===== config.mk =====
export PLATFORM = sky130hd
export DESIGN_NAME = imem_loader
export DESIGN_NICKNAME = d
export VERILOG_FILES = /design/src/rtl/imem_loader.sv
export SDC_FILE = /design/constraint.sdc
export NUM_CORES = 1
export LEC_CHECK = 0
export CORE_UTILIZATION = 51
export CTS_BUF_LIST = sky130_fd_sc_hd__clkbuf_4 sky130_fd_sc_hd__clkbuf_8
export DETAILED_ROUTE_END_ITERATION = 16
export GPL_TIMING_DRIVEN = 1
export PLACE_DENSITY = 0.83
export SYNTH_ARGS = -nofsm -noshare
export SYNTH_HDL_FRONTEND = slang
export SYNTH_SLANG_ARGS = --single-unit

===== constraint.sdc =====
create_clock -name clk -period 2.5 [get_ports clk]
set_input_delay 0.25 -clock clk [delete_from_list [all_inputs] [get_ports clk]]
set_output_delay 0.25 -clock clk [all_outputs]
set_load 0.1 [all_outputs]

===== src/rtl/imem_loader.sv =====
// Boot loader: accepts a length/data/checksum byte frame and writes little-endian
// 32-bit words into the instruction memory while holding the core in reset.
module imem_loader #(
    parameter int unsigned DEPTH  = 32,
    parameter int unsigned ADDR_W = 5
) (
    input  logic              clk,
    input  logic              reset,
    input  logic              start,
    input  logic              byte_valid,
    input  logic [7:0]        byte_data,
    output logic              byte_ready,
    output logic              mem_we,
    output logic [ADDR_W-1:0] mem_addr,
    output logic [31:0]       mem_wdata,
    output logic              cpu_hold,
    output logic              done,
    output logic              error
);

    typedef enum logic [2:0] {StIdle, StLen, StData, StCsum, StFin} state_t;

    localparam logic [7:0] DepthByte = 8'(DEPTH);

    state_t            state_q, state_d;
    logic [7:0]        sum_q, sum_d;
    // One bit wider than the address so a full-depth count never wraps.
    logic [ADDR_W:0]   len_q, len_d;
    logic [ADDR_W:0]   idx_q, idx_d;
    logic [1:0]        lane_q, lane_d;
    logic [31:0]       asm_q, asm_d;
    logic              error_q, error_d;
    logic              mem_we_q, mem_we_d;
    logic [ADDR_W-1:0] mem_addr_q, mem_addr_d;
    logic [31:0]       mem_wdata_q, mem_wdata_d;
    logic              cpu_hold_q, cpu_hold_d;
    logic              done_q, done_d;

    logic              accept;
    logic [7:0]        sum_acc;
    logic [ADDR_W:0]   idx_inc;

    assign byte_ready = (state_q == StLen) || (state_q == StData) || (state_q == StCsum);
    assign accept     = byte_valid && byte_ready;
    assign sum_acc    = sum_q + byte_data;
    assign idx_inc    = idx_q + (ADDR_W+1)'(1);

    always_comb begin
        state_d     = state_q;
        sum_d       = sum_q;
        len_d       = len_q;
        idx_d       = idx_q;
        lane_d      = lane_q;
        asm_d       = asm_q;
        error_d     = error_q;
        mem_we_d    = 1'b0;
        mem_addr_d  = mem_addr_q;
        mem_wdata_d = mem_wdata_q;

        unique case (state_q)
            StIdle: begin
                if (start) begin
                    error_d = 1'b0;
                    sum_d   = 8'h00;
                    idx_d   = '0;
                    lane_d  = 2'd0;
                    asm_d   = 32'h0;
                    state_d = StLen;
                end
            end
            StLen: begin
                if (accept) begin
                    sum_d = sum_acc;
                    if (byte_data == 8'h00 || byte_data > DepthByte) begin
                        error_d = 1'b1;
                        state_d = StFin;
                    end else begin
                        len_d   = (ADDR_W+1)'(byte_data);
                        state_d = StData;
                    end
                end
            end
            StData: begin
                if (accept) begin
                    sum_d                     = sum_acc;
                    asm_d[{lane_q, 3'b000} +: 8] = byte_data;
                    lane_d                    = lane_q + 2'd1;
                    if (lane_q == 2'd3) begin
                        mem_we_d    = 1'b1;
                        mem_addr_d  = idx_q[ADDR_W-1:0];
                        mem_wdata_d = {byte_data, asm_q[23:0]};
                        idx_d       = idx_inc;
                        if (idx_inc == len_q) begin
                            state_d = StCsum;
                        end
                    end
                end
            end
            StCsum: begin
                if (accept) begin
                    sum_d   = sum_acc;
                    state_d = StFin;
                    if (sum_acc != 8'h00) begin
                        error_d = 1'b1;
                    end
                end
            end
            StFin: begin
                state_d = StIdle;
            end
            default: begin
                state_d = StIdle;
            end
        endcase

        cpu_hold_d = (state_d != StIdle);
        done_d     = (state_d == StFin);
    end

    always_ff @(posedge clk or posedge reset) begin
        if (reset) begin
            state_q     <= StIdle;
            sum_q       <= 8'h00;
            len_q       <= '0;
            idx_q       <= '0;
            lane_q      <= 2'd0;
            asm_q       <= 32'h0;
            error_q     <= 1'b0;
            mem_we_q    <= 1'b0;
            mem_addr_q  <= '0;
            mem_wdata_q <= 32'h0;
            cpu_hold_q  <= 1'b0;
            done_q      <= 1'b0;
        end else begin
            state_q     <= state_d;
            sum_q       <= sum_d;
            len_q       <= len_d;
            idx_q       <= idx_d;
            lane_q      <= lane_d;
            asm_q       <= asm_d;
            error_q     <= error_d;
            mem_we_q    <= mem_we_d;
            mem_addr_q  <= mem_addr_d;
            mem_wdata_q <= mem_wdata_d;
            cpu_hold_q  <= cpu_hold_d;
            done_q      <= done_d;
        end
    end

    assign mem_we    = mem_we_q;
    assign mem_addr  = mem_addr_q;
    assign mem_wdata = mem_wdata_q;
    assign cpu_hold  = cpu_hold_q;
    assign done      = done_q;
    assign error     = error_q;

endmodule


Word-level counts from Yosys, hierarchy flattened --
Index checks and enable logic that the tools add are counted.
Cells by class: shift-type cells 2, muxes and demuxes 31, bitwise logic cells 1, reductions and logical operators 18, $add $sub $neg 4, equality and inequality tests 14, $lt $le $gt $ge 1
Operators with widths (count):
- $mux W32 | 2
- $pmux W32 S2 | 1
- $bwmux W32 | 1
- $shift A8 B7 Y32 const A | 1
- $shiftx A8 B7 Y32 | 1
- $mux W3 | 7
- $mux W6 | 3
- $mux W8 | 2
- $pmux W8 S2 | 1
- $pmux W3 S4 | 1
- $pmux W6 S2 | 1
- $reduce_and A3 Y1 | 4
- $add A8 B8 Y8 | 1
- $gt A8 B6 Y1 const B | 1
- $logic_not A8 Y1 | 1
- $mux W1 | 8
- $ne A2 B1 Y1 const B | 4
- $ne A2 B2 Y1 const B | 4
- $reduce_bool A8 Y1 | 1
- $neg A5 Y7 | 1
- $add A6 B1 Y6 const B | 1
- $eq A3 B2 Y1 const B | 2
- $eq A6 B6 Y1 | 1
- $reduce_and A6 Y1 | 1
- 15 further kinds | 20
Word-level totals: bits in registers 98, output and inout port bits 42, word-level logic and storage cells 83, input bits 12

Depth between registers and ports, before layout --
depth in word-level cells 7, depth in mapped cells 7, gate-level depth less buffers 7

Worst setup path after synthesis --
OpenSTA, ideal clock, no wires.
path kind register to register, from register state_q[2], to register sum_q[2], path buffers 1, slack -0.231 ns, cell stages (with the launch flop) 6, period minus slack after synthesis 2.731 ns, library setup time 0.121 ns, arrival 2.610 ns, data required time 2.379 ns, cell sequence dfrtp_1 > buf_6 > nor2_1 > nand2_1 > and3_1 > a31o_2
Between the ends: longest elaborated chain between the ends 6, elaborated cells between the ends (all ways) 13, classes of those cells eq/ne (5); mux (1); reduce/logical (7)
Ends and longest elaborated chain:
- start, declared | line 25 | state_t state_q, state_d;
- start signal, assigned | line 122 | state_q <= StIdle;
- start signal, assigned | line 135 | state_q <= state_d;
- $eq A3 B1 Y1 / $eq A3 B2 Y1 (equally long branches) | line 43 | assign byte_ready = (state_q == StLen) || (state_q == StData) || (state_q == StCsum);
- $logic_or A1 B1 Y1 | line 43
- $logic_or A1 B1 Y1 (*) | line 43
- net byte_ready | line 12 | output logic byte_ready,
- $logic_and A1 B1 Y1 (*) | line 44 | assign accept = byte_valid && byte_ready;
- $ne A2 B1 Y1 (no line) (*)
- $reduce_and A3 Y1 (no line) (*)
- end signal, assigned | line 136 | sum_q <= sum_d;
- end, declared | line 26 | logic [7:0] sum_q, sum_d;
The timed path passes the listed nets; every way through them passes the cells marked *. A chain may end at the register's enable or synchronous reset.

Worst setup path after layout --
from input byte_data[2], to register len_q[1]
Between the ends: longest elaborated chain between the ends 4, elaborated cells between the ends (all ways) 5, classes of those cells order compare (1); bitwise (1); reduce/logical (3)
Ends and longest elaborated chain:
- start, declared | line 11 | input logic [7:0] byte_data,
- $gt A8 B6 Y1 / $logic_not A8 Y1 (equally long branches) | line 74 | if (byte_data == 8'h00 || byte_data > DepthByte) begin
- $logic_or A1 B1 Y1 (*) | line 74
- $not A1 Y1 (no line) (*)
- $reduce_and A3 Y1 (no line) (*)
- end signal, assigned | line 137 | len_q <= len_d;
- end, declared | line 28 | logic [ADDR_W:0] len_q, len_d;
Mark *: on every way between the ends. The rest lies on a longest branch, timed or not.

==> impl_summary.log <==
INFO  metric status = finished, final reports clean
INFO  metric synth_adder_area_share = approximately 4.2%
INFO  metric rows = 32
INFO  metric number_of_synthesized_flops_with_an_enable_pin = 0
INFO  metric synth_area_per_cell = around 13 sq um
INFO  metric power_density = 822 nW/um^2
INFO  metric stdcell_count = 506
INFO  metric share_of_final_layout_standard_cells_stronger_than_drive_strength_1 = 35.6%
INFO  metric total_switching_power = around 0.0014 W
INFO  metric grt_pass1_vias = 3,048
INFO  metric die-height = just over 90 um
INFO  metric global_route_wire_length_before_repair = around 15,000 um
INFO  metric r2r-start = sum_q[1]$_DFFE_PP0P_
INFO  metric muxShareOfSynthArea = 12.1%
INFO  metric antenna-diode-count = 0
INFO  metric master_cell_of_the_clock_root_buffer = sky130_fd_sc_hd__clkbuf_8
INFO  metric cts.reportedPaths.clkPinSlew = 90 ps
INFO  metric layout_worst_path_cycle_share = 82.7%
INFO  metric internal_power = roughly 0.0027 W
INFO  metric route.met2.wl = 4410 um
INFO  metric cts-resized-gates = 0
INFO  metric numClockSinks = 90
INFO  metric combinational_fraction_of_design_power = 30.7%
INFO  metric port_buffers = 53
INFO  metric cts_made_buffers = 9
INFO  metric fin_worst_skew = 9.22 ps
INFO  metric core-area = 7730 sq um
INFO  metric starting_density = 52.7%
INFO  metric final_total_negative_setup_slack = 0 ps
INFO  metric final_period_minus_worst_setup_slack = approximately 2100 ps
INFO  metric endpoint_kind = flip-flop
INFO  metric register_area = 2250 sq um
INFO  metric drt_iter0_markers = roughly 120
INFO  metric report.final.setup_viol = 0
INFO  metric wirelength = 9040 um
INFO  metric htree_levels = 3
INFO  metric switching_share = 34.9%
INFO  metric dr.max_layer_used = met4
INFO  metric cts_tree = done
INFO  metric grt_util_all_layers = 23.6%
INFO  metric slew_headroom = ~58%
INFO  metric timing.fmax = 0.484 GHz
INFO  metric num-fill-cells = between 500 and 600
INFO  metric critical_path.max_fanout = 6
INFO  metric finalHoldViolCount = 0
INFO  metric finalMaxSlewViolations = 0
INFO  metric worst-slew-pin-transition = ~630 ps
INFO  metric fp.dieArea = ~8400 sq um
INFO  metric irDropWorstVdd = 0.000730 V
INFO  metric synth_compound_area_share = 13.3%
INFO  metric reg2reg_depth = 7
INFO  metric dp_cells = 490
INFO  metric cp.arrival = 2320 ps
INFO  metric power.share.sequential = between 40% and 50%
INFO  metric cts_post_setup_buffers_inserted = 0
INFO  metric multi_input_comb_area = ~1700 sq um
INFO  metric synth_fp_nets = 344
INFO  metric cp-startpoint = byte_data[2]
INFO  metric floorplan.die.width = between 90 and 100 um
INFO  metric worst-r2r-setup-slack = 520 ps
INFO  metric clkLatencyLatePin = 360 ps
INFO  metric netlist.area_leader.share = a little under three fifths
INFO  metric async_reset_ff_share = 100%
INFO  metric max_cap_viol_count = 0
INFO  metric flow.area_growth_from_synthesis = 23.5%
INFO  metric clockBufferDepth = 2
INFO  metric detail_route.wirelength.met1 = between 4000 and 5000 um
INFO  metric post_synth_and_or_nand_nor_area_fraction = 9.64%
INFO  metric synth_area = ~4000 sq um
INFO  metric number_of_antenna_violations_at_the_first_check_in_global_routing = 0
INFO  metric ys_seq_area_share = a little under three fifths
INFO  metric unrepaired_setup_endpoints_after_global_routing = no
INFO  metric totalPowerFinal = ~0.0041 W
INFO  metric timing.critical_path.required = 2750 ps
INFO  metric met3WireLength = 417 um
INFO  metric synth_top_flop_cell = sky130_fd_sc_hd__dfrtp_1
INFO  metric hold_path_class = in -> async
INFO  metric grt_overflow = 0
INFO  metric per_cell_routed_wire_length = 17.9 um
INFO  metric setup.worst_path.class = in -> reg
INFO  metric netlist_top_cells_area = sky130_fd_sc_hd__dfrtp_1 55%, sky130_fd_sc_hd__mux2_2 12%, sky130_fd_sc_hd__a22o_1 5.6%, sky130_fd_sc_hd__ha_1 3.7%, sky130_fd_sc_hd__nand3_1 2.1%
INFO  metric netlist_instances = 319
INFO  metric fin_util = roughly 65%
INFO  metric flops_latches_synth = 90
INFO  metric top_level_ports = 54
INFO  metric synth_top_area_cell = sky130_fd_sc_hd__dfrtp_1
INFO  metric synth_xor_area_share = 3.13%
INFO  metric worstSetupEndpoint = len_q[1]$_DFFE_PP0P_
INFO  metric synth.distinct_cells = 53
INFO  metric drt.antenna.violating_nets = 0
INFO  metric grt_max_degree = 40
INFO  metric routed-via-count = 2,960
INFO  metric clock_power_share = about 27%
INFO  metric place.detailed.hpwl = 6530 um
INFO  metric drtPass1Iterations = 4
INFO  metric hold-worst-slack = 312 ps
INFO  metric gp_congestion = 0.868
INFO  metric final_net_count = 424
INFO  metric drc_markers = 0
INFO  metric worst_r2r_endpoint = error$_DFFE_PP0P_
INFO  metric synth.yosys.warnings = 0
INFO  metric cell_leakage_power = 2.47 nW
INFO  metric start_kind = input pin
INFO  metric hold_buffers_post_cts = 0
INFO  metric combinational_family_with_the_most_area_after_synthesis = compound AO/OA/AOI/OAI gates
INFO  metric routed_vias_inst = 5.85
==> metrics by stage <==
step,worst slack (ps),instance area [sq um]
after global routing,295,5030
after CTS,432,5030
after detailed placement,48.1,4810
after floorplan,356,4080
final,434,5030
after global placement,96.5,4810
==> layout make-up <==
| type | count | share of cell area [%] |
|---|---|---|
| Inverter | 9 | 0.746 |
| Clock inverter | 6 | 1.89 |
| Timing Repair Buffer | 80 | 13.0 |
| Sequential cell | 90 | 44.7 |
| Multi-Input combinational cell | 209 | 34.5 |
| Tap cell | 102 | 2.53 |
| Clock buffer | 10 | 2.61 |
==> routing by layer <==
| metal | up-vias | GRT usage [%] |
|---|---|---|
| met5 | - | 0 |
| met4 | 0 | 9.52 |
| met3 | 21 | 4.86 |
| met2 | 92 | 37.5 |
| met1 | 1499 | 31.7 |
| li1 | 1348 | - |
==> Yosys cell counts, types with 3 or more instances <==
cell type,count
sky130_fd_sc_hd__dfrtp_1,90
sky130_fd_sc_hd__mux2_2,43
sky130_fd_sc_hd__a22o_1,26
sky130_fd_sc_hd__nand3_1,17
sky130_fd_sc_hd__a21oi_1,12
sky130_fd_sc_hd__ha_1,12
sky130_fd_sc_hd__nand2_1,12
sky130_fd_sc_hd__o21ai_0,12
sky130_fd_sc_hd__inv_1,9
sky130_fd_sc_hd__nor2_1,8
sky130_fd_sc_hd__xnor2_1,7
sky130_fd_sc_hd__xor2_1,5
sky130_fd_sc_hd__buf_2,4
sky130_fd_sc_hd__clkbuf_1,4
sky130_fd_sc_hd__a22o_2,3
sky130_fd_sc_hd__nor3_1,3
sky130_fd_sc_hd__o22ai_1,3
sky130_fd_sc_hd__o31ai_1,3
==> kinds of logic (layout without fill, tap and decap cells) <==
group,Yosys count,after routing
flops,90,90
compound gates,74,74
simple gates,65,65
mux,44,44
buf+inv,20,105
fa+ha+maj,13,13
xor+xnor,13,13
==> state kept, by name (all words and copies together) (netlist names) <==
register / count
done: 1
state_q: 3
mem_we: 1
cpu_hold: 1
mem_wdata: 32
idx_q: 6
lane_q: 2
sum_q: 8
mem_addr: 5
error: 1
asm_q: 24
len_q: 6
==> critical path: stages <==
cell                              delay (ps)
sky130_fd_sc_hd__clkdlybuf4s50_1         500
sky130_fd_sc_hd__or4_4                   560
sky130_fd_sc_hd__or3_4                   370
sky130_fd_sc_hd__nand4_1                 260
sky130_fd_sc_hd__mux2_2                  380
==> layout by cell type (no fill, tap or decap), types with 5 or more instances in the layout <==
cell and n:
sky130_fd_sc_hd__a21oi_1 12, sky130_fd_sc_hd__a22o_1 26, sky130_fd_sc_hd__buf_4 67, sky130_fd_sc_hd__clkbuf_8 9, sky130_fd_sc_hd__clkdlybuf4s50_1 11, sky130_fd_sc_hd__dfrtp_1 90, sky130_fd_sc_hd__ha_1 12, sky130_fd_sc_hd__inv_1 8
sky130_fd_sc_hd__mux2_2 43, sky130_fd_sc_hd__nand2_1 12, sky130_fd_sc_hd__nand3_1 17, sky130_fd_sc_hd__nor2_1 7, sky130_fd_sc_hd__o21ai_0 12, sky130_fd_sc_hd__xnor2_1 7, sky130_fd_sc_hd__xor2_1 5
==> power by group through the flow <==
| stage | clock (W) | sequential, W | combinational, W |
|---|---|---|---|
| after floorplan | 0 | 0.00188 | 0.000779 |
| after global placement | 0 | 0.00177 | 0.00122 |
| after detailed placement | 0 | 0.00178 | 0.00126 |
| after CTS | 0.00114 | 0.00175 | 0.00126 |
| after global routing | 0.00119 | 0.00177 | 0.00138 |
| final | 0.00111 | 0.00175 | 0.00127 |
==> worst min-delay path by stage <==
stage | startpoint | end | slack (ps) | depth (start not counted)
global route | reset | len_q[3]$_DFFE_PP0P_ | 350 | 2
floorplan | byte_data[2] | asm_q[10]$_DFFE_PP0P_ | 380 | 1
global placement | asm_q[4]$_DFFE_PP0P_ | asm_q[4]$_DFFE_PP0P_ | 480 | 1
CTS | reset | len_q[3]$_DFFE_PP0P_ | 320 | 2
finish | reset | len_q[3]$_DFFE_PP0P_ | 310 | 2
detailed placement | asm_q[7]$_DFFE_PP0P_ | asm_q[7]$_DFFE_PP0P_ | 480 | 1
(Power assumes the default switching activity.)
